$ cat config.mk
export PLATFORM = sky130hd
export DESIGN_NAME = ddr3_init_seq_flat
export DESIGN_NICKNAME = d
export VERILOG_FILES = /design/src/rtl/ddr3_init_pkg.sv /design/src/rtl/ddr3_init_seq_if.sv /design/src/rtl/ddr3_init_timer.sv /design/src/rtl/ddr3_init_seq.sv /design/src/flat_wrapper.sv
export SDC_FILE = /design/constraint.sdc
export NUM_CORES = 1
export LEC_CHECK = 0
export ABC_AREA = 1
export CAP_MARGIN = 10
export CORE_AREA = 10 10 78 80
export DETAILED_ROUTE_END_ITERATION = 6
export DIE_AREA = 0 0 88 90
export HOLD_SLACK_MARGIN = 0.08
export PLACE_DENSITY = 0.73
export SLEW_MARGIN = 10
export SYNTH_ARGS = -nofsm -noshare
export SYNTH_HDL_FRONTEND = slang
export SYNTH_SLANG_ARGS = --single-unit
$ cat constraint.sdc
create_clock -name clk -period 2.8 [get_ports clk]
set_input_delay 0.56 -clock clk [delete_from_list [all_inputs] [get_ports clk]]
set_output_delay 0.56 -clock clk [all_outputs]
set_load 0.05 [all_outputs]
$ cat src/rtl/ddr3_init_pkg.sv
// Shared types and constants for the DDR3 power-up / re-init sequencer.
package ddr3_init_pkg;

  typedef enum logic [3:0] {
    S_RST  = 4'd0,
    S_CKE  = 4'd1,
    S_TXPR = 4'd2,
    S_MR2  = 4'd3,
    S_MR3  = 4'd4,
    S_MR1  = 4'd5,
    S_MR0  = 4'd6,
    S_ZQ   = 4'd7,
    S_DONE = 4'd8
  } init_state_t;

  // {ras_n, cas_n, we_n}
  localparam logic [2:0] CMD_NOP  = 3'b111;
  localparam logic [2:0] CMD_MRS  = 3'b000;
  localparam logic [2:0] CMD_ZQCL = 3'b110;

  localparam int MR0_IDX = 0;
  localparam int MR1_IDX = 1;
  localparam int MR2_IDX = 2;
  localparam int MR3_IDX = 3;

  function automatic int max_of(input int a, input int b);
    return (a > b) ? a : b;
  endfunction

  // Counter reload value for an N-cycle dwell; N=0 still dwells one cycle.
  function automatic int dwell(input int n);
    return (n <= 1) ? 0 : n - 1;
  endfunction

endpackage

$ cat src/rtl/ddr3_init_seq_if.sv
// DDR3 pin bundle driven by the init sequencer (master) toward the DRAM (slave).
// No handshake: every pin is valid in every cycle, the slave cannot stall the master.
interface ddr3_init_seq_if #(
  parameter int ADDR_BITS = 14,
  parameter int BA_BITS   = 3,
  parameter int CS_BITS   = 1
);
  logic                 ddr3_reset_n;
  logic [CS_BITS-1:0]   ddr3_cke;
  logic [CS_BITS-1:0]   ddr3_cs_n;
  logic                 ddr3_ras_n;
  logic                 ddr3_cas_n;
  logic                 ddr3_we_n;
  logic [BA_BITS-1:0]   ddr3_ba;
  logic [ADDR_BITS-1:0] ddr3_addr;
  logic [CS_BITS-1:0]   ddr3_odt;

  modport master (
    output ddr3_reset_n, ddr3_cke, ddr3_cs_n, ddr3_ras_n, ddr3_cas_n,
           ddr3_we_n, ddr3_ba, ddr3_addr, ddr3_odt
  );

  modport slave (
    input  ddr3_reset_n, ddr3_cke, ddr3_cs_n, ddr3_ras_n, ddr3_cas_n,
           ddr3_we_n, ddr3_ba, ddr3_addr, ddr3_odt
  );
endinterface

$ cat src/rtl/ddr3_init_timer.sv
// Load-and-down-count dwell timer; expired while the count sits at zero.
module ddr3_init_timer #(
  parameter int W = 8
) (
  input  logic         clk,
  input  logic         rst_n,
  input  logic         load,
  input  logic [W-1:0] load_val,
  output logic         expired
);
  logic [W-1:0] cnt;

  always_ff @(posedge clk or negedge rst_n) begin
    if (!rst_n) begin
      cnt <= '0;
    end else if (load) begin
      cnt <= load_val;
    end else if (cnt != '0) begin
      cnt <= cnt - W'(1);
    end
  end

  assign expired = (cnt == '0);
endmodule

$ cat src/rtl/ddr3_init_seq.sv
// DDR3 reset / MRS / ZQCL power-up sequencer with registered pin outputs.
// Build option DDR3_INIT_ZQCL_EN adds the ZQCL step before init_done.
module ddr3_init_seq
  import ddr3_init_pkg::*;
#(
  parameter int ADDR_BITS   = 14,
  parameter int BA_BITS     = 3,
  parameter int CS_BITS     = 1,
  parameter int RESET_CYC   = 40000,
  parameter int CKE_CYC     = 100000,
  parameter int TXPR_CYC    = 144,
  parameter int TMRD_CYC    = 4,
  parameter int TMOD_CYC    = 12,
  parameter int TZQINIT_CYC = 512,
  parameter logic [ADDR_BITS-1:0] MR0_VAL = ADDR_BITS'('h0520),
  parameter logic [ADDR_BITS-1:0] MR1_VAL = ADDR_BITS'('h0044),
  parameter logic [ADDR_BITS-1:0] MR2_VAL = ADDR_BITS'('h0008),
  parameter logic [ADDR_BITS-1:0] MR3_VAL = ADDR_BITS'('h0000)
) (
  input  logic                clk,
  input  logic                rst_n,
  input  logic                reinit,
  ddr3_init_seq_if.master     ddr,
  output logic                init_busy,
  output logic                init_done,
  output logic [3:0]          init_state
);
  localparam int MAX_CYC = max_of(max_of(max_of(RESET_CYC, CKE_CYC), max_of(TXPR_CYC, TMRD_CYC)),
                                  max_of(max_of(TMOD_CYC, TZQINIT_CYC), 1));
  localparam int CNT_W   = $clog2(MAX_CYC) + 1;

  init_state_t          state, next_state;
  logic                 start;
  logic                 load, expired;
  logic [CNT_W-1:0]     load_val;

  logic                 reset_d, reset_q;
  logic [CS_BITS-1:0]   cke_d, cke_q, cs_d, cs_q;
  logic [2:0]           cmd_d, cmd_q;
  logic [BA_BITS-1:0]   ba_d, ba_q;
  logic [ADDR_BITS-1:0] addr_d, addr_q;
  logic                 busy_d, busy_q, done_d, done_q;

  ddr3_init_timer #(.W(CNT_W)) u_timer (
    .clk      (clk),
    .rst_n    (rst_n),
    .load     (load),
    .load_val (load_val),
    .expired  (expired)
  );

  always_comb begin
    next_state = state;
    case (state)
      // start marks the first cycle after reset, when S_RST's dwell is loaded
      S_RST:  if (!start && expired) next_state = S_CKE;
      S_CKE:  if (expired) next_state = S_TXPR;
      S_TXPR: if (expired) next_state = S_MR2;
      S_MR2:  if (expired) next_state = S_MR3;
      S_MR3:  if (expired) next_state = S_MR1;
      S_MR1:  if (expired) next_state = S_MR0;
`ifdef DDR3_INIT_ZQCL_EN
      S_MR0:  if (expired) next_state = S_ZQ;
      S_ZQ:   if (expired) next_state = S_DONE;
`else
      S_MR0:  if (expired) next_state = S_DONE;
`endif
      S_DONE: if (reinit) next_state = S_RST;
      default: next_state = S_RST;
    endcase

    load     = start || (next_state != state);
    load_val = '0;
    case (next_state)
      S_RST:                  load_val = CNT_W'(dwell(RESET_CYC));
      S_CKE:                  load_val = CNT_W'(dwell(CKE_CYC));
      S_TXPR:                 load_val = CNT_W'(dwell(TXPR_CYC));
      S_MR2, S_MR3, S_MR1:    load_val = CNT_W'(dwell(TMRD_CYC));
      S_MR0:                  load_val = CNT_W'(dwell(TMOD_CYC));
      S_ZQ:                   load_val = CNT_W'(dwell(TZQINIT_CYC));
      default:                load_val = '0;
    endcase

    // Pin values for the cycle after this edge, so every output is a flop.
    reset_d = (next_state != S_RST);
    cke_d   = (next_state inside {S_RST, S_CKE}) ? '0 : '1;
    cs_d    = (next_state inside {S_RST, S_CKE}) ? '1 : '0;
    cmd_d   = CMD_NOP;
    ba_d    = '0;
    addr_d  = '0;
    if (next_state != state) begin
      case (next_state)
        S_MR2: begin cmd_d = CMD_MRS; ba_d = BA_BITS'(MR2_IDX); addr_d = MR2_VAL; end
        S_MR3: begin cmd_d = CMD_MRS; ba_d = BA_BITS'(MR3_IDX); addr_d = MR3_VAL; end
        S_MR1: begin cmd_d = CMD_MRS; ba_d = BA_BITS'(MR1_IDX); addr_d = MR1_VAL; end
        S_MR0: begin cmd_d = CMD_MRS; ba_d = BA_BITS'(MR0_IDX); addr_d = MR0_VAL; end
`ifdef DDR3_INIT_ZQCL_EN
        S_ZQ:  begin cmd_d = CMD_ZQCL; addr_d[10] = 1'b1; end
`endif
        default: cmd_d = CMD_NOP;
      endcase
    end
    busy_d = (next_state != S_DONE);
    done_d = (next_state == S_DONE);
  end

  always_ff @(posedge clk or negedge rst_n) begin
    if (!rst_n) begin
      state   <= S_RST;
      start   <= 1'b1;
      reset_q <= 1'b0;
      cke_q   <= '0;
      cs_q    <= '1;
      cmd_q   <= CMD_NOP;
      ba_q    <= '0;
      addr_q  <= '0;
      busy_q  <= 1'b1;
      done_q  <= 1'b0;
    end else begin
      state   <= next_state;
      start   <= 1'b0;
      reset_q <= reset_d;
      cke_q   <= cke_d;
      cs_q    <= cs_d;
      cmd_q   <= cmd_d;
      ba_q    <= ba_d;
      addr_q  <= addr_d;
      busy_q  <= busy_d;
      done_q  <= done_d;
    end
  end

  assign ddr.ddr3_reset_n = reset_q;
  assign ddr.ddr3_cke     = cke_q;
  assign ddr.ddr3_cs_n    = cs_q;
  assign ddr.ddr3_ras_n   = cmd_q[2];
  assign ddr.ddr3_cas_n   = cmd_q[1];
  assign ddr.ddr3_we_n    = cmd_q[0];
  assign ddr.ddr3_ba      = ba_q;
  assign ddr.ddr3_addr    = addr_q;
  assign ddr.ddr3_odt     = '0;
  assign init_busy        = busy_q;
  assign init_done        = done_q;
  assign init_state       = state;
endmodule

$ cat src/flat_wrapper.sv
// flat-port wrapper written by rule: the top's interface ports become plain ports
module ddr3_init_seq_flat import ddr3_init_pkg::*;
#(
  parameter int ADDR_BITS   = 14,
  parameter int BA_BITS     = 3,
  parameter int CS_BITS     = 1,
  parameter int RESET_CYC   = 40000,
  parameter int CKE_CYC     = 100000,
  parameter int TXPR_CYC    = 144,
  parameter int TMRD_CYC    = 4,
  parameter int TMOD_CYC    = 12,
  parameter int TZQINIT_CYC = 512,
  parameter logic [ADDR_BITS-1:0] MR0_VAL = ADDR_BITS'('h0520),
  parameter logic [ADDR_BITS-1:0] MR1_VAL = ADDR_BITS'('h0044),
  parameter logic [ADDR_BITS-1:0] MR2_VAL = ADDR_BITS'('h0008),
  parameter logic [ADDR_BITS-1:0] MR3_VAL = ADDR_BITS'('h0000)
)
  (clk, rst_n, reinit, init_busy, init_done, init_state, ddr_ddr3_reset_n, ddr_ddr3_cke, ddr_ddr3_cs_n, ddr_ddr3_ras_n, ddr_ddr3_cas_n, ddr_ddr3_we_n, ddr_ddr3_ba, ddr_ddr3_addr, ddr_ddr3_odt);
  ddr3_init_seq_if #(.ADDR_BITS(ADDR_BITS), .BA_BITS(BA_BITS), .CS_BITS(CS_BITS)) ddr_i ();
  input  logic clk;
  input  logic rst_n;
  input  logic reinit;
  output logic init_busy;
  output logic init_done;
  output logic [3:0] init_state;
  output wire logic [$bits(ddr_i.ddr3_reset_n)-1:0] ddr_ddr3_reset_n;
  output wire logic [$bits(ddr_i.ddr3_cke)-1:0] ddr_ddr3_cke;
  output wire logic [$bits(ddr_i.ddr3_cs_n)-1:0] ddr_ddr3_cs_n;
  output wire logic [$bits(ddr_i.ddr3_ras_n)-1:0] ddr_ddr3_ras_n;
  output wire logic [$bits(ddr_i.ddr3_cas_n)-1:0] ddr_ddr3_cas_n;
  output wire logic [$bits(ddr_i.ddr3_we_n)-1:0] ddr_ddr3_we_n;
  output wire logic [$bits(ddr_i.ddr3_ba)-1:0] ddr_ddr3_ba;
  output wire logic [$bits(ddr_i.ddr3_addr)-1:0] ddr_ddr3_addr;
  output wire logic [$bits(ddr_i.ddr3_odt)-1:0] ddr_ddr3_odt;
  assign ddr_ddr3_reset_n = ddr_i.ddr3_reset_n;
  assign ddr_ddr3_cke = ddr_i.ddr3_cke;
  assign ddr_ddr3_cs_n = ddr_i.ddr3_cs_n;
  assign ddr_ddr3_ras_n = ddr_i.ddr3_ras_n;
  assign ddr_ddr3_cas_n = ddr_i.ddr3_cas_n;
  assign ddr_ddr3_we_n = ddr_i.ddr3_we_n;
  assign ddr_ddr3_ba = ddr_i.ddr3_ba;
  assign ddr_ddr3_addr = ddr_i.ddr3_addr;
  assign ddr_ddr3_odt = ddr_i.ddr3_odt;
  ddr3_init_seq #(.ADDR_BITS(ADDR_BITS), .BA_BITS(BA_BITS), .CS_BITS(CS_BITS), .RESET_CYC(RESET_CYC), .CKE_CYC(CKE_CYC), .TXPR_CYC(TXPR_CYC), .TMRD_CYC(TMRD_CYC), .TMOD_CYC(TMOD_CYC), .TZQINIT_CYC(TZQINIT_CYC), .MR0_VAL(MR0_VAL), .MR1_VAL(MR1_VAL), .MR2_VAL(MR2_VAL), .MR3_VAL(MR3_VAL)) u_core (.clk(clk), .rst_n(rst_n), .reinit(reinit), .ddr(ddr_i), .init_busy(init_busy), .init_done(init_done), .init_state(init_state));
endmodule
==> impl_results.md <==
- Status: finished clean
- # diodes: 0
- WL per Instance: 13.4 µm
- Die W: 88 µm
- DRT iter0 DRCs: 91
- Initial DRT Pass Iterations: 4
- GPL Wtd Cong: 0.843
- Final worst clock skew: 0.00641 ns
- Share of layout cells above drive strength 1: 19.3%
- Row count: 25
- Final setup viols: 0
- Post-synth top area share: 33.5%
- Remaining Overflow, GRT: 0
- Pins Over Slew Limit: 0
- Top cells by area, synth: dfrtp_1, nand2_1, nand3_1
- Critical path class: flip-flop to flip-flop
- Syn. warnings: 0
- # DRC: 0
- Ys flop type: dfrtp_1
- Clk sinks: 34
- Root buf cell: clkbuf_8
- CTS tree: yes
- Post-synth EDFFs: 0
- Fin nets: 303
- Port bufs: 22
- Seq/Total Area, Yosys: 38.2%
- Antenna Nets Post-Route: 0
- Via count: 1706
- Critical path arrival: 2.67 ns
- H-tree levels: 2
- Initial antenna violation count: 0
- I/O Pins: 33
- Rel. slew slack: 66.3%
- Slew at the pin closest to its max-slew limit: 0.505 ns
- Static leakage power: 1.29 nW
- Distinct cells, synth: 35
- Crit path max fanout: 9
- Core area: 4600 µm²
- Max-cap viol count: 0
- Asr flop ratio synth: 100%
- DPL Wire Length: 3660 µm
- Cell accounting for the most synthesized area: dfrtp_1
- F_max: 406 MHz
- Mapped Area: 2240 µm²
- Pwr dens: 395 nW/µm²
- Setup_tns: 0 ns
- Finished Core Util: 55.8%
- Most frequent cell after synthesis: nand2_1
- Worst-case vdd ir drop: 0.193 mV
- Syn_area_per_cell: 8.40 µm²
- Crit start category: flip-flop
- Largest net degree at the start of global routing: 35
- Die height: 90 µm
- CP required: 3.00 ns
- WL final: 4670 µm
- TritonCTS Buffers: 5
- #FFs+latches synth: 34
- Number of global-route vias before repair: 1670
- Post-synth top cells: nand2_1, dfrtp_1, nor2_1
- Worst-case clock buffer depth: 2
- DR vias/cell: 4.89
- Tmin final: 2.47 ns
- RSZ-0062 raised after global routing: no
- Hold_buf cts: 0
- First-pass GRT wire length: 7860 µm
- Register clock-pin slew on the reported worst setup and hold paths: 0.07 ns
- Die area: 7920 µm²
- Clock latency on the worst-skew pair: 0.29 ns
- Overall Global Routing Usage: 12.3%
- Period utilization: 88.1%
- Worst min-delay path class: flip-flop to flip-flop
- Initial Util: 48.8%
- Final hold vios: 0
- Setup crit end kind: flip-flop
- Layout filler cell count: 440
- Syn-to-layout area delta: 14.5%
- Synth Instances: 267
## routing by layer
metal  global-route usage (%)  routed length, µm  vias to the layer above
li1                         -                  -                      873
met1                     15.3               2060                      786
met2                     19.2               2260                       42
met3                     4.24                293                        5
met4                     4.12                 59                        0
met5                        0                  0                        -
## where the power goes
part / switching [mW] / leakage (nW) / total [mW] / internal, mW
sequential: 0.0134 / 0.430 / 0.520 / 0.506
clock: 0.181 / 0.0472 / 0.379 / 0.197
combinational: 0.0845 / 0.813 / 0.115 / 0.0305
## repair_timing
item | in CTS | in global routing
setup endpoints to repair | 0 | 1
resized for setup | 0 | 1
setup buffers | 0 | 3
## state kept, by name, summed over array words and instances (netlist names)
signal                   count
u_core.cmd_q                 1
u_core.ddr.ddr3_ba           2
u_core.ddr.ddr3_addr         3
u_core.init_state            4
u_core.start                 1
u_core.u_timer.cnt          18
u_core.ddr.ddr3_reset_n      1
u_core.ddr.ddr3_cs_n         1
u_core.init_done             1
u_core.init_busy             1
u_core.ddr.ddr3_cke          1
## cells by family (layout without fill, tap and decap cells)
family / after synthesis / after routing / synth area share [%]
adder cells (fa/ha/maj): 6 / 6 / 3.35
flip-flops: 34 / 34 / 38.2
AND/OR/NAND/NOR: 137 / 137 / 32.7
buffers and inverters: 51 / 69 / 12.3
other: 1 / 11 / 0.167
AO/OA/AOI/OAI: 21 / 21 / 6.70
XOR/XNOR: 17 / 17 / 6.64
## cells in the final DEF, fill, tap and decap left out, types with 2 or more instances in the layout
master / netlist / final
nand2_1: 49 / 49
dfrtp_1: 30 / 30
nor2_1: 27 / 27
inv_1: 26 / 26
nand3_1: 26 / 26
clkdlybuf4s50_1: 0 / 22
a21oi_1: 14 / 14
conb_1: 1 / 11
xor2_1: 10 / 10
nand2_2: 9 / 9
xnor2_1: 7 / 7
inv_2: 6 / 6
ha_1: 6 / 6
clkbuf_8: 0 / 6
buf_4: 15 / 6
nor2_2: 5 / 5
nor3_1: 5 / 5
dfstp_2: 4 / 4
nor2_4: 2 / 2
nor3_4: 1 / 2
a21oi_4: 2 / 2
nand2_4: 2 / 2
o21ai_0: 2 / 2
nor3_2: 3 / 2
## stage by stage
stage / power, mW / std cells / hold slack [ns] / setup slack (ns) / cell area, µm²
detailed placement: 0.644 / 338 / 0.509 / 0.177 / 2440
global placement: 0.643 / 338 / 0.502 / 0.222 / 2440
finish: 1.01 / 349 / 0.525 / 0.334 / 2570
global route: 1.07 / 349 / 0.547 / 0.0534 / 2570
floorplan: 0.627 / 277 / 0.264 / 0.543 / 2280
CTS: 1.02 / 346 / 0.524 / 0.146 / 2540
## final timing paths
check	from	end	slack (ns)	cells after the start
worst max-delay path	u_core.u_timer.cnt[0]	u_core.u_timer.cnt[12]	0.33	13
worst min-delay path	u_core.u_timer.cnt[1]	u_core.u_timer.cnt[1]	0.52	2
worst max register to register	u_core.u_timer.cnt[0]	u_core.u_timer.cnt[12]	0.33	13
worst min register to register	u_core.u_timer.cnt[1]	u_core.u_timer.cnt[1]	0.52	2
max in group asynchronous	rst_n	u_core.cmd_q[1]	1.78	2
min in group asynchronous	rst_n	u_core.init_state[2]	0.68	2
## layout make-up
type	instances	area, µm²	area share, %
Sequential cell	34	856	33.3
Inverter	33	129	5.02
Clock buffer	6	82.6	3.22
Multi-Input combinational cell	192	1150	45.0
Clock inverter	2	12.5	0.487
Timing Repair Buffer	28	265	10.3
Tap cell	54	67.6	2.63
## critical path: stages (launching register included)
cell     delay, ns
dfrtp_1       0.39
inv_1         0.14
ha_1          0.22
nand2_2       0.12
nor2_8        0.18
nand3_4       0.16
nand2_2       0.12
nand2_2       0.06
a21oi_4       0.15
ha_1          0.19
inv_1         0.09
nor3_4        0.24
nand2_1       0.11
a21oi_1       0.20
Power figures use the tool's default switching activity.
